## src/rtl/fp_issue_ctrl.sv

```systemverilog
// Issue/retire controller for an out-of-order-completing FPU: tracks destination
// registers in flight, stalls on RAW/WAW hazards, and maps result tags to write-back.
module fp_issue_ctrl #(
    parameter int MAX_INFLIGHT = 4,
    parameter int TAG_W        = 2
) (
    input  logic             clk_i,
    input  logic             rst_i,

    input  logic [4:0]       frs1_i,
    input  logic [4:0]       frs2_i,
    input  logic [4:0]       frs3_i,
    input  logic [4:0]       frd_i,
    input  logic             use_rs1_i,
    input  logic             use_rs2_i,
    input  logic             use_rs3_i,
    input  logic             wr_frd_i,

    input  logic             instr_valid_i,
    output logic             instr_ready_o,

    output logic             fpu_valid_o,
    input  logic             fpu_ready_i,
    output logic [TAG_W-1:0] fpu_tag_o,

    input  logic             fpu_out_valid_i,
    output logic             fpu_out_ready_o,
    input  logic [TAG_W-1:0] fpu_tag_i,

    output logic             wb_we_o,
    output logic [4:0]       wb_addr_o,

    input  logic             flush_i,
    output logic             fpu_flush_o,

    output logic             busy_o,
    output logic             err_o
);

    // state    | meaning
    // ST_IDLE  | nothing in flight
    // ST_BUSY  | at least one op outstanding in the FPU
    // ST_FLUSH | one-cycle flush: FPU told to drop work, all tracking cleared
    typedef enum logic [1:0] {
        ST_IDLE  = 2'd0,
        ST_BUSY  = 2'd1,
        ST_FLUSH = 2'd2
    } state_t;

    localparam int CNT_W = TAG_W + 1;

    state_t            state;
    state_t            state_next;
    logic [31:0]       pending;
    logic [31:0]       pending_set;
    logic [31:0]       pending_clr;
    logic [4:0]        tbl_rd [MAX_INFLIGHT];
    logic [MAX_INFLIGHT-1:0] tbl_wr;
    logic [MAX_INFLIGHT-1:0] tbl_alloc;
    logic [CNT_W-1:0]  count;
    logic [CNT_W-1:0]  count_next;
    logic [TAG_W-1:0]  ptr;
    logic              err;

    logic              hazard;
    logic              can_issue;
    logic              issue;
    logic              retire;
    logic              retire_hit;
    logic              retire_miss;

    // Hazard uses the registered scoreboard only; a result retiring this cycle
    // does not release a dependent op until the next cycle.
    always_comb begin
        hazard = (use_rs1_i & pending[frs1_i])
               | (use_rs2_i & pending[frs2_i])
               | (use_rs3_i & pending[frs3_i])
               | (wr_frd_i  & pending[frd_i]);
    end

    always_comb begin
        can_issue = instr_valid_i
                  & ~hazard
                  & (count < CNT_W'(MAX_INFLIGHT))
                  & (state != ST_FLUSH)
                  & ~flush_i
                  & ~tbl_alloc[ptr]
                  & ~rst_i;
        issue       = can_issue & fpu_ready_i;
        retire      = fpu_out_valid_i & fpu_out_ready_o;
        retire_hit  = retire &  tbl_alloc[fpu_tag_i];
        retire_miss = retire & ~tbl_alloc[fpu_tag_i];
    end

    always_comb begin
        fpu_valid_o     = can_issue;
        instr_ready_o   = issue;
        fpu_tag_o       = rst_i ? '0 : ptr;
        fpu_out_ready_o = ~rst_i & (state != ST_FLUSH);
        wb_we_o         = retire_hit & tbl_wr[fpu_tag_i];
        wb_addr_o       = wb_we_o ? tbl_rd[fpu_tag_i] : 5'd0;
        fpu_flush_o     = ~rst_i & (state == ST_FLUSH);
        busy_o          = ~rst_i & (state != ST_IDLE);
        err_o           = err;
    end

    // Set is applied after clear so an issue wins over a same-cycle retire.
    always_comb begin
        pending_set = '0;
        pending_clr = '0;
        if (issue && wr_frd_i) begin
            pending_set = 32'd1 << frd_i;
        end
        if (wb_we_o) begin
            pending_clr = 32'd1 << tbl_rd[fpu_tag_i];
        end
    end

    always_comb begin
        count_next = count;
        if (issue && !retire_hit) begin
            count_next = count + CNT_W'(1);
        end else if (!issue && retire_hit) begin
            count_next = count - CNT_W'(1);
        end
    end

    always_comb begin
        state_next = state;
        unique case (state)
            ST_IDLE:  if (issue) state_next = ST_BUSY;
            ST_BUSY:  if (count_next == '0) state_next = ST_IDLE;
            ST_FLUSH: state_next = ST_IDLE;
            default:  state_next = ST_IDLE;
        endcase
        if (flush_i) begin
            state_next = ST_FLUSH;
        end
    end

    always_ff @(posedge clk_i) begin
        if (rst_i) begin
            state     <= ST_IDLE;
            pending   <= '0;
            tbl_wr    <= '0;
            tbl_alloc <= '0;
            count     <= '0;
            ptr       <= '0;
            err       <= 1'b0;
            for (int i = 0; i < MAX_INFLIGHT; i++) begin
                tbl_rd[i] <= 5'd0;
            end
        end else begin
            state <= state_next;
            if (retire_miss) begin
                err <= 1'b1;
            end
            if (state == ST_FLUSH) begin
                pending   <= '0;
                tbl_wr    <= '0;
                tbl_alloc <= '0;
                count     <= '0;
                ptr       <= '0;
                for (int i = 0; i < MAX_INFLIGHT; i++) begin
                    tbl_rd[i] <= 5'd0;
                end
            end else begin
                pending <= (pending & ~pending_clr) | pending_set;
                count   <= count_next;
                if (retire_hit) begin
                    tbl_alloc[fpu_tag_i] <= 1'b0;
                end
                // A free ptr slot is required to issue, so it never collides with the retiring tag.
                if (issue) begin
                    tbl_rd[ptr]    <= frd_i;
                    tbl_wr[ptr]    <= wr_frd_i;
                    tbl_alloc[ptr] <= 1'b1;
                    ptr            <= ptr + TAG_W'(1);
                end
            end
        end
    end

endmodule

```

## config.mk

```make
export PLATFORM = sky130hd
export DESIGN_NAME = fp_issue_ctrl
export DESIGN_NICKNAME = d
export VERILOG_FILES = /design/src/rtl/fp_issue_ctrl.sv
export SDC_FILE = /design/constraint.sdc
export NUM_CORES = 1
export LEC_CHECK = 0
export ABC_AREA = 1
export BUFFER_PORTS_ARGS = -buffer_cell sky130_fd_sc_hd__buf_2
export CAP_MARGIN = 10
export CORE_MARGIN = 1
export CORE_UTILIZATION = 40
export CTS_CLUSTER_SIZE = 40
export DETAILED_ROUTE_END_ITERATION = 6
export GPL_TIMING_DRIVEN = 0
export PLACE_DENSITY = 0.64
export SLEW_MARGIN = 20
export SYNTH_ARGS = -nofsm -noshare
export SYNTH_HDL_FRONTEND = slang
export SYNTH_SLANG_ARGS = --single-unit
```

## constraint.sdc

```tcl
create_clock -name clk_i -period 5.35 [get_ports clk_i]
set_input_delay 0.2675 -clock clk_i [delete_from_list [all_inputs] [get_ports clk_i]]
set_output_delay 0.2675 -clock clk_i [all_outputs]
set_load 0.05 [all_outputs]
```

* After elaboration in Yosys (flattened, before gate mapping)
Memory sizes are Yosys's and may differ from the RTL's.
Index checks and enable logic that the tools add are counted.
** Storage, ports and cells
- Memories :: 1
- RAM bits :: 20
- Output and inout bits :: 14
- Bits in registers :: 48
** Memories
- tbl_rd :: depth 4, width 5, read ports 1, clocked after Yosys merged registers in 0, write ports 4, line 57 : logic [4:0] tbl_rd [MAX_INFLIGHT];
** Cells by class
- $add $sub $neg :: 3
- Shifts and indexed selects :: 2
- $lt $le $gt $ge :: 9
- Eq/ne operators :: 7
- Bitwise operators :: 36
- Mux-type cells :: 49
- Reduce and logical (&&, ||, !) cells :: 15
** Operators by type and width (number)
- 32-bit two-way mux :: 2
- 1-bit by 5-bit << shifter with 32-bit output (first input constant) :: 2
- 32-bit bitwise AND :: 1
- 32-bit NOT :: 1
- 32-bit bitwise OR :: 1
- 5-bit two-way mux :: 6
- 5-bit by 6-bit < comparator with 1-bit output (second input constant) :: 4
- 1-bit binary-select mux with 5-bit select :: 4
- 1-bit two-way mux :: 19
- 1-bit bitwise AND :: 18
- 4-bit two-way mux :: 4
- 2-bit two-way mux :: 5
- 1-bit bitwise OR :: 7
- 1-bit binary-select mux with 2-bit select :: 3
- 2-bit by 3-bit < comparator with 1-bit output (second input constant) :: 2
- 3-bit two-way mux :: 2
- 2-bit != test (second input constant) :: 3
- 3-bit != test (second input constant) :: 2
- 1-bit logical AND :: 5
- 1-bit NOT :: 5
- 5-bit OR reduction :: 1
- 4-bit bitwise AND :: 1
- 4-bit bitwise mux :: 1
- 1-bit demux with 2-bit select :: 2
- 16 further kinds :: 20

* Longest topological paths before layout
Gate-level depths: netlist of run 1.
- Depth in word-level cells :: 22
- Mapped depth :: 19

* Worst setup path before layout of run 1
No wires, ideal clock.
- Path type :: input to register
- Start :: input rst_i
- End :: register pending[24]
- Data arrival time :: 2428 ps
- Setup slack :: 2790 ps
- Stages :: 12
- Path through :: clkbuf_1 -> nor2_1 -> inv_2 -> nor2_1 -> nand2_2 -> a31oi_4 -> inv_2 -> nor2_2 -> inv_2 -> clkbuf_2 -> o21ai_0 -> a21oi_1
** On the way
- Cells in the longest elaborated chain, start to end :: 9
- Elaborated cells on any way between the ends :: 14
** RTL lines
- from (decl) :: line 8 : input logic rst_i,
- 1-bit NOT :: line 99 : fpu_out_ready_o = ~rst_i & (state != ST_FLUSH);
- 1-bit bitwise AND :: line 99
- 1-bit bitwise AND :: line 90 : retire = fpu_out_valid_i & fpu_out_ready_o;
- 1-bit bitwise AND :: line 91 : retire_hit = retire & tbl_alloc[fpu_tag_i];
- 1-bit bitwise AND :: line 100 : wb_we_o = retire_hit & tbl_wr[fpu_tag_i];
- named net wb_we_o :: line 30 : output logic wb_we_o,
- 32-bit two-way mux :: line 114 : if (wb_we_o) begin
- 32-bit NOT :: line 168 : pending <= (pending & ~pending_clr) | pending_set;
- 32-bit bitwise AND :: line 168
- 32-bit bitwise OR :: line 168
- to (signal assigned) :: line 168
- to (decl) :: line 54 : logic [31:0] pending;
The timed path passes the listed nets, and every way through them passes these cells.
A chain may end at the register's enable or synchronous reset.

* Worst setup path after layout of run 1
- Start :: register pending[11]
- End :: output instr_ready_o
** On the way
- Cells in the longest elaborated chain, start to end :: 14
- Elaborated cells on any way between the ends :: 23
** RTL lines
- 1-bit binary-select mux with 5-bit select, on equally long branches :: line 75, 76
- 1-bit two-way mux, on equally long branches :: line 75, 76
- 1-bit bitwise AND, on equally long branches :: line 75, 76
- 1-bit bitwise OR :: line 76 : | (use_rs2_i & pending[frs2_i])
- 1-bit bitwise OR :: line 77 : | (use_rs3_i & pending[frs3_i])
- 1-bit bitwise OR * :: line 78 : | (wr_frd_i & pending[frd_i]);
- 1-bit NOT * :: line 83 : & ~hazard
- 1-bit bitwise AND * :: line 83
- 1-bit bitwise AND * :: line 84 : & (count < CNT_W'(MAX_INFLIGHT))
- 1-bit bitwise AND * :: line 85 : & (state != ST_FLUSH)
- 1-bit bitwise AND * :: line 86 : & ~flush_i
- 1-bit bitwise AND * :: line 87 : & ~tbl_alloc[ptr]
- 1-bit bitwise AND * :: line 88 : & ~rst_i;
- 1-bit bitwise AND * :: line 89 : issue = can_issue & fpu_ready_i;
- to (decl) :: line 20 : output logic instr_ready_o,
Mark *: on every way between the ends. The rest lies on a longest branch, timed or not. The select of a mux whose other input is x is not followed.

==> flow_metrics.env, run 1 <==
export IMPL_insertedDiodeCount=0
export IMPL_synth_edf_count=20
export IMPL_reg2reg_from="pending[11]$_SDFF_PN0_"
export IMPL_worst_slack_ns=2.78
export IMPL_ant_nets=0
export IMPL_cts_sinks=68
export IMPL_powerDensity_nw_per_um2=241
export IMPL_netlist_top_cells_area="dfxtp_1, nand2_1, nand3_1"
export IMPL_num_vias=5095
export IMPL_fin_cells=902
export IMPL_busiest_layer="met2"
export IMPL_synth_flop_cell="dfxtp_1"
export IMPL_firstDrtPassIters=6
export IMPL_place_gp_congestion=0.954
export IMPL_numCtsBuffers=9
export IMPL_yosysTopAreaCellShare=0.209
export IMPL_ctsHoldBuffers=0
export IMPL_power_mw=1.26
export IMPL_p_seq_frac=0.433
export IMPL_postSynthCellCount=708
export IMPL_start_util=0.416
export IMPL_synthDistinctLibCells=37
export IMPL_met2_usage=0.423
export IMPL_syn_nets=746
export IMPL_r2r_slack_ns=2.94
export IMPL_post_cts_buffers=0
export IMPL_dr_first_iter_drc_count=535
export IMPL_nFillCells=1133
export IMPL_wl_mm=15.1
export IMPL_max_freq_mhz=389
export IMPL_critPathRequiredTime_ns=5.08
export IMPL_viasPerCell=5.65
export IMPL_design_core_area_um2=11000
export IMPL_tightest_slew_ns=0.534
export IMPL_synth_seq_cells=68
export IMPL_hp_class="input pin to flip-flop"
export IMPL_path_class="flip-flop to output pin"
export IMPL_setup_viol=0
export IMPL_ioPinCount=46
export IMPL_grt_use_met3=0.0562
export IMPL_intPower_mw=0.930
export IMPL_antenna_found_initial=0
export IMPL_drc=0
export IMPL_period_needed_ns=2.57
export IMPL_cp_max_fo=7
export IMPL_switching_power_mw=0.329
export IMPL_ir_worst_vdd_uv=199
export IMPL_crit_path_end_kind="output pin"
export IMPL_htreeDepth=3
export IMPL_slew_headroom=0.644
export IMPL_grt_max_degree=12
export IMPL_hold_worst_slack_ns=0.156
export IMPL_grt_pass1_wl_mm=23.7
export IMPL_port_buffers=38
export IMPL_reg2regPathDepth=13
export IMPL_hold_start="flush_i"
export IMPL_area_growth_pct=13.9
export IMPL_drv_cap=0
export IMPL_maxSlewViolCount=0
export IMPL_yosysWarnings=0
export IMPL_grt_overflow=0
export IMPL_wl_per_cell_um=16.7
export IMPL_met1_usage=0.342
export IMPL_syn_avg_cell_area_um2=6.48
export IMPL_swShare=0.261
export IMPL_combPwrFrac=0.139
export IMPL_dpl_cell_count=886
export IMPL_synth_area_leader_cell="dfxtp_1"
export IMPL_clkPwrFrac=0.428
export IMPL_hold_end="state[1]$_SDFFE_PP0P_"
export IMPL_min_path_cells=3
export IMPL_die_h_um=109
export IMPL_path_clk_slew_ns=0.05
export IMPL_syn_area_um2=4590
export IMPL_final_period_utilization=0.481
export IMPL_drive_above_1_share=0.127
export IMPL_status="finished, final reports clean"
export IMPL_cts_resized_gates=0
export IMPL_tns_ns=0
export IMPL_hpwl_mm=11.1
export IMPL_dp_slack_ns=2.81
export IMPL_fp_row_count=38
export IMPL_cts_buffer_depth=2
export IMPL_rsz0062_at_grt="no"
export IMPL_die_x_um=109
export IMPL_cts_tree="built"
export IMPL_p_leak_nw=2.13
export IMPL_dieArea_um2=11900
export IMPL_gr_usage_all_layers=0.266
export IMPL_final_hold_viol_count=0
export IMPL_root_buffer="clkbuf_16"
export IMPL_ys_seq_area_frac=0.340
export IMPL_startpoint_type="flip-flop"
export IMPL_grt_pass1_vias=4625
export IMPL_crit_arrival_ns=2.30
export IMPL_skew_ns=0.00614
export IMPL_reg2reg_to="tbl_rd[1][3]$_SDFFCE_PN0P_"
export IMPL_async_flop_share=0
export IMPL_final_nets=795
export IMPL_clkLatencyLatePin_ns=0.33
==> synth_stat cells (all sizes together) (4+ instances only) <==
| cell | n |
|---|---|
| nand2 | 207 |
| nand3 | 124 |
| nor2 | 61 |
| o21ai | 57 |
| inv | 53 |
| dfxtp | 48 |
| a21oi | 47 |
| edfxtp | 20 |
| buf | 19 |
| clkbuf | 19 |
| nor3 | 16 |
| a22oi | 9 |
| ha | 6 |
| nand4 | 5 |
| and2 | 4 |
==> worst max-delay path: stages (launching register included) <==
cell and delay [ns]:
dfxtp_1 0.44, nand3_1 0.12, nand2_1 0.05, inv_1 0.06
nand3_1 0.07, nand3_1 0.10, nand3_1 0.08, nand3_1 0.13
nand2_1 0.16, nor2_4 0.15, nand3_4 0.16, inv_2 0.17
buf_2 0.29
==> sequential cells by signal, summed over array words and instances, names as in the netlist <==
signal and cells:
pending 32, tbl_rd 20, tbl_alloc 4, ptr 2
err_o 1, tbl_wr 4, state 2, count 3
==> how the worst max path moves through the flow <==
stage                                start                    endpoint  depth (start not counted)  slack, ns
detailed placement                frd_i[2]  tbl_rd[1][1]$_SDFFCE_PN0P_                         12       2.81
CTS                 pending[11]$_SDFF_PN0_               instr_ready_o                         12       2.82
finish              pending[11]$_SDFF_PN0_               instr_ready_o                         12       2.78
global route         pending[1]$_SDFF_PN0_               instr_ready_o                         12       2.64
global placement                  frd_i[2]  tbl_rd[1][1]$_SDFFCE_PN0P_                         12       2.82
floorplan                            rst_i      pending[24]$_SDFF_PN0_                         12       2.79
==> per-stage QoR <==
stage,utilization,area (um^2)
floorplan,-,4590
global placement,0.449,4950
detailed placement,0.449,4950
CTS,0.474,5230
global route,0.474,5230
finish,0.474,5230
==> placed cells by master, fill, tap and decap left out, drive strengths merged, types with 4 or more instances in the layout <==
cell type,netlist,layout
nand2,207,207
nand3,124,124
inv,53,53
dfxtp,48,48
a22oi,9,9
a21oi,47,47
and2,4,4
nor2,61,61
ha,6,6
clkbuf,19,33
nand4,5,5
nor3,16,16
o21ai,57,57
edfxtp,20,20
buf,19,57
==> routing by layer <==
| metal | vias to the layer above | wire length (um) |
|---|---|---|
| li1 | 2471 | - |
| met1 | 2325 | 6350 |
| met2 | 251 | 6820 |
| met3 | 48 | 1340 |
| met4 | 0 | 558 |
| met5 | - | 0 |
==> power groups by stage <==
stage	Clock, mW	Sequential, mW	Combinational (mW)
floorplan	0	0.556	0.121
global placement	0	0.555	0.170
detailed placement	0	0.556	0.172
CTS	0.545	0.545	0.173
global route	0.570	0.546	0.194
finish	0.539	0.545	0.175
==> cell families (layout without fill, tap and decap cells) <==
| group | Yosys count | count (layout) | synth area share |
|---|---|---|---|
| flip-flops | 68 | 68 | 0.340 |
| AND/OR/NAND/NOR | 421 | 421 | 0.404 |
| AO/OA/AOI/OAI | 121 | 121 | 0.145 |
| buffers and inverters | 91 | 145 | 0.0924 |
| XOR/XNOR | 1 | 1 | 0.00191 |
| adder cells (fa/ha/maj) | 6 | 6 | 0.0164 |
==> final cells by class <==
class	instances	area, um^2	area share
Clock inverter	2	10.0	0.00191
Buffer	38	223	0.0426
Tap cell	140	175	0.0335
Sequential cell	68	1560	0.299
Clock buffer	14	264	0.0505
Inverter	53	201	0.0385
Multi-Input combinational cell	549	2600	0.498
Timing Repair Buffer	38	190	0.0364
(Power assumes the default switching activity.)
==> run 2, diff against run 1 <==
- clock period: 5.35 -> 2.4 ns (I/O delays scaled with it)
==> run 2 against run 1 <==
Compared with the run above:
- clock power increased to 2.5 times the previous value
- flip-flop and latch count unchanged
- clock skew increased by 0.0011 ns
- hold slack lost 0.051 ns
- worst setup slack got worse by 2.7 ns
- via count increased by 1.7%
- die area unchanged
- largest cell class unchanged
- largest power group is now the clock network
==> flow_metrics.env, run 2 (synthesis gave the netlist of run 1 again) <==
export IMPL_status="finished, final reports clean"
export IMPL_num_vias=5181
export IMPL_maxSlewViolCount=0
export IMPL_slew_headroom=0.503
export IMPL_setup_viol=0
export IMPL_die_h_um=109
export IMPL_period_needed_ns=2.28
export IMPL_powerDensity_nw_per_um2=559
export IMPL_crit_family="buffers and inverters"
export IMPL_cts_tree="built"
export IMPL_die_x_um=109
export IMPL_regMostFlops="pending"
export IMPL_antenna_found_initial=0
export IMPL_path_class="input pin to output pin"
export IMPL_path_buf_inv=6
export IMPL_grt_overflow=0
export IMPL_hpwl_mm=10.9
export IMPL_viasPerCell=5.74
export IMPL_largest_register_ffs=32
export IMPL_insertedDiodeCount=0
export IMPL_grt_max_degree=13
export IMPL_cts_sinks=68
export IMPL_path_clk_slew_ns=0.06
export IMPL_design_core_area_um2=11000
export IMPL_critPathMaxStageDelay_ns=0.53
export IMPL_nFillCells=1143
export IMPL_startpoint_type="input pin"
export IMPL_grt_pass1_vias=4690
export IMPL_area_growth_pct=15.8
export IMPL_hp_class="input pin to flip-flop"
export IMPL_reg_largest_list="pending x32, tbl_rd x20"
export IMPL_place_gp_congestion=0.944
export IMPL_tightest_slew_ns=0.745
export IMPL_power_mw=2.97
export IMPL_drv_cap=0
export IMPL_firstDrtPassIters=6
export IMPL_ioPinCount=46
export IMPL_path_cells="dlygate4sd3_1, buf_2, or2_2, inv_2, nand4_1, a211oi_1, nand2_1, inv_2, nand3_4, inv_4, buf_4"
export IMPL_layout_commonest_cell="nand2_1"
export IMPL_worst_slack_ns=0.123
export IMPL_final_hold_viol_count=0
export IMPL_fp_row_count=38
export IMPL_cp_max_fo=7
export IMPL_port_buffers=38
export IMPL_drc=0
export IMPL_rsz0062_at_grt="no"
export IMPL_max_freq_mhz=439
export IMPL_dr_first_iter_drc_count=585
export IMPL_skew_ns=0.00722
export IMPL_wl_per_cell_um=16.7
export IMPL_final_period_utilization=0.949
export IMPL_crit_path_end_kind="output pin"
export IMPL_dieArea_um2=11900
export IMPL_final_nets=796
export IMPL_cts_buffer_depth=2
export IMPL_crit_arrival_ns=2.16
export IMPL_cp_common_cell="inv_2"
export IMPL_root_buffer="clkbuf_16"
export IMPL_gr_usage_all_layers=0.266
export IMPL_crit_slowest_cell="dlygate4sd3_1"
export IMPL_post_cts_buffers=0
export IMPL_grt_pass1_wl_mm=23.8
export IMPL_drive_above_1_share=0.143
export IMPL_dp_slack_ns=0.00593
export IMPL_start_util=0.416
export IMPL_p_leak_nw=2.15
export IMPL_wl_mm=15.1
export IMPL_critPathRequiredTime_ns=2.28
export IMPL_ant_nets=0
export IMPL_final_cell_mix="nand2_1, nand3_1, nor2_1, o21ai_0"
export IMPL_ir_worst_vdd_uv=369
export IMPL_htreeDepth=3
export IMPL_clkLatencyLatePin_ns=0.34
export IMPL_numCtsBuffers=9
## run 2: changes by cell type in the layout (fill, tap and decap cells not counted), sizes merged
cell,before,now
clkinv,2,4
bufinv,0,1
dlygate4sd3,0,1
clkinvlp,0,1
clkbuf,33,29
## run 2: report_power, final
part | internal [mW] | switching (mW)
Combinational | 0.119 | 0.278
Clock | 0.862 | 0.497
Sequential | 1.20 | 0.00963
Total | 2.19 | 0.784
## run 2: final cells by class
type                    count  area (um^2)  area share
clock buffers              10          250      0.0471
clock inverters             6         61.3      0.0115
repair buffers             39          203      0.0381
multi-input cells         549         2640       0.496
inverters                  53          204      0.0384
plain buffers              38          224      0.0421
well taps                 140          175      0.0329
flip-flops and latches     68         1560       0.294
## run 2: repair_timing
| action | in CTS | in global routing |
|---|---|---|
| hold buffers | 1 | 0 |
| endpoints found under the setup margin | 1 | 44 |
| endpoints found under the hold margin | 1 | 0 |
| gates resized for setup | 1 | 13 |
## run 2: per-stage QoR
stage	cell area, um^2	hold slack, ns	utilization	setup TNS (ns)	std cells
6_report	5320	0.104	0.482	0	903
5_1_grt	5320	0.144	0.482	0	903
4_1_cts	5280	0.0938	0.479	0	903
3_5_place_dp	4960	0.343	0.450	0	886
3_3_place_gp	4960	0.337	0.450	-0.0290	886
2_1_floorplan	4590	0.227	-	0	708
## run 2: worst paths after layout
kind                    startpoint                         end  slack [ns]  cells past startpoint
min                          rst_i       state[1]$_SDFFE_PP0P_        0.10                      2
max reg2reg  pending[0]$_SDFF_PN0_  tbl_rd[2][0]$_SDFFCE_PN0P_        0.22                     13
max                        flush_i               instr_ready_o        0.12                     11
min reg2reg     err_o$_SDFFE_PP0P_          err_o$_SDFFE_PP0P_        0.48                      2
## run 2: worst reg2reg max path, delay by kind of cell, from the launching register on
kind / cells / cell delay (ns)
AND/OR/NAND/NOR: 10 / 1.05
flip-flops: 1 / 0.46
buffers and inverters: 2 / 0.20
AO/OA/AOI/OAI: 1 / 0.16
## run 2: routing by layer
layer  wire length, um  GRT usage
met1              6300      0.344
met2              6780      0.414
met3              1420     0.0490
met4               609      0.153
met5                 0          0
==> run 3, diff against run 2 <==
- PLACE_DENSITY: 0.64 -> default
- RECOVER_POWER: default -> 25
==> run 3 against run 2 <==
Compared with the run above:
- clock-buffer cell count is 1 higher
- clock power hardly changed
- sequential power is essentially flat
- non-clock buffer count unchanged
- worst setup slack better by 0.018 ns
- critical path depth increased by 1
- flip-flop and latch count unchanged
- hold slack gained 0.024 ns
- register-to-register slack got worse by 0.05 ns
- cell count did not move
- fmax is 0.80% higher
- critical path type is now flip-flop to output pin
- highest routed layer unchanged
==> flow_metrics.env, run 3 (synthesis gave the netlist of run 1 again) <==
export IMPL_crit_arrival_ns=2.14
export IMPL_dp_slack_ns=-0.0102
export IMPL_clkPwrFrac=0.456
export IMPL_drive_above_1_share=0.135
export IMPL_wl_per_cell_um=16.8
export IMPL_cts_buffer_depth=2
export IMPL_hold_worst_slack_ns=0.129
export IMPL_p_seq_frac=0.410
export IMPL_combPwrFrac=0.134
export IMPL_grt_pass1_wl_mm=24.0
export IMPL_die_x_um=109
export IMPL_period_needed_ns=2.26
export IMPL_maxSlewViolCount=0
export IMPL_crit_family="simple AND/OR/NAND/NOR gates"
export IMPL_cp_max_fo=7
export IMPL_cts_sinks=68
export IMPL_regMostFlops="pending"
export IMPL_crit_end="instr_ready_o"
export IMPL_reg2reg_from="pending[27]$_SDFF_PN0_"
export IMPL_critPathRequiredTime_ns=2.28
export IMPL_cts_tree="built"
export IMPL_crit_slowest_cell="dfxtp_1"
export IMPL_dpl_cell_area_um2=4960
export IMPL_critPathMaxStageDelay_ns=0.42
export IMPL_root_buffer="clkbuf_16"
export IMPL_place_gp_congestion=0.943
export IMPL_drc=0
export IMPL_switching_power_mw=0.776
export IMPL_start_util=0.416
export IMPL_dr_first_iter_drc_count=526
export IMPL_ir_worst_vdd_uv=409
export IMPL_swShare=0.262
export IMPL_final_nets=796
export IMPL_final_hold_viol_count=0
export IMPL_insertedDiodeCount=0
export IMPL_crit_cells=12
export IMPL_status="finished, final reports clean"
export IMPL_port_buffers=38
export IMPL_die_h_um=109
export IMPL_largest_register_ffs=32
export IMPL_htreeDepth=3
export IMPL_antenna_found_initial=0
export IMPL_ioPinCount=46
export IMPL_final_cell_mix="nand2_1, nand3_1, nor2_1, o21ai_0, a21oi_1"
export IMPL_ant_nets=0
export IMPL_seq_area_um2=1560
export IMPL_setup_viol=0
export IMPL_clkLatencyLatePin_ns=0.33
export IMPL_fp_row_count=38
export IMPL_dieArea_um2=11900
export IMPL_intPower_mw=2.18
export IMPL_hpwl_mm=11.1
export IMPL_powerDensity_nw_per_um2=559
export IMPL_viasPerCell=5.66
export IMPL_gr_usage_all_layers=0.269
export IMPL_nFillCells=1165
export IMPL_hp_class="input pin to flip-flop"
export IMPL_numCtsBuffers=9
export IMPL_reg2reg_to="tbl_rd[0][1]$_SDFFCE_PN0P_"
export IMPL_layout_commonest_cell="nand2_1"
export IMPL_wl_mm=15.1
export IMPL_worst_slack_ns=0.141
export IMPL_firstDrtPassIters=7
export IMPL_path_cells="nand2_1, nand2_1, nand2_1, nand4_1, nand3_1, nand3_1, nand3_1, nand2_1, nor2_4, nand3_4, inv_4, buf_4"
export IMPL_rsz0062_at_grt="no"
export IMPL_min_path_cells=2
export IMPL_slew_headroom=0.580
export IMPL_skew_ns=0.0114
export IMPL_startpoint="pending[27]$_SDFF_PN0_"
export IMPL_cp_common_cell="nand2_1"
export IMPL_reg2regPathDepth=13
export IMPL_multi_input_area_um2=2620
export IMPL_r2r_slack_ns=0.17
export IMPL_p_leak_nw=2.13
export IMPL_design_core_area_um2=11000
export IMPL_path_buf_inv=2
export IMPL_area_growth_pct=15.4
export IMPL_drv_cap=0
export IMPL_reg_largest_list="pending x32, tbl_rd x20"
export IMPL_grt_max_degree=13
export IMPL_path_class="flip-flop to output pin"
export IMPL_num_vias=5107
export IMPL_grt_pass1_vias=4602
export IMPL_final_period_utilization=0.941
export IMPL_final_area_um2=5300
export IMPL_tightest_slew_ns=0.629
export IMPL_grt_overflow=0
export IMPL_max_freq_mhz=443
export IMPL_crit_path_end_kind="output pin"
export IMPL_path_clk_slew_ns=0.06
export IMPL_startpoint_type="flip-flop"
-- run 3: layout make-up --
type | count | area share
inverters | 53 | 0.0385
repair buffers | 39 | 0.0369
flip-flops and latches | 68 | 0.295
clock buffers | 11 | 0.0477
plain buffers | 38 | 0.0423
multi-input cells | 549 | 0.495
clock inverters | 5 | 0.0109
well taps | 140 | 0.0331
-- run 3: metrics by stage --
| stage | util | std cells | TNS (ns) | total power, mW |
|---|---|---|---|---|
| 3_3_place_gp | 0.450 | 886 | -0.207 | 1.62 |
| 4_1_cts | 0.479 | 903 | 0 | 2.97 |
| 6_report | 0.480 | 903 | 0 | 2.96 |
| 2_1_floorplan | - | 708 | 0 | 1.51 |
| 5_1_grt | 0.480 | 903 | 0 | 3.07 |
| 3_5_place_dp | 0.450 | 886 | -0.0504 | 1.63 |
-- run 3: repair_timing --
| item | 4_1_cts | 5_1_grt |
|---|---|---|
| resized for setup | 0 | 13 |
| setup buffers | 0 | 0 |
| hold buffers | 1 | 0 |
| endpoints found under the hold margin | 1 | 0 |
| endpoints found under the setup margin | 0 | 35 |
-- run 3: worst min-delay path by stage --
stage / from / to / slack, ns
after CTS: rst_i / state[1]$_SDFFE_PP0P_ / 0.11
final: rst_i / state[1]$_SDFFE_PP0P_ / 0.13
after floorplan: flush_i / state[1]$_SDFFE_PP0P_ / 0.23
after global routing: rst_i / err_o$_SDFFE_PP0P_ / 0.16
after detailed placement: flush_i / state[1]$_SDFFE_PP0P_ / 0.34
after global placement: flush_i / state[1]$_SDFFE_PP0P_ / 0.34
-- run 3: metal layers --
layer | vias to the layer above | global-route usage | share of wire | wire (um)
li1 | 2483 | - | - | -
met3 | 48 | 0.0526 | 0.091 | 1370
met1 | 2331 | 0.345 | 0.41 | 6260
met5 | - | 0 | 0 | 0
met4 | 0 | 0.140 | 0.045 | 679
met2 | 245 | 0.425 | 0.45 | 6810
-- run 3: power groups by stage --
stage | Clock [mW] | Combinational, mW | Sequential (mW)
final | 1.35 | 0.396 | 1.21
after global routing | 1.41 | 0.442 | 1.22
after CTS | 1.37 | 0.391 | 1.21
after detailed placement | 0 | 0.388 | 1.24
after global placement | 0 | 0.384 | 1.24
after floorplan | 0 | 0.271 | 1.24
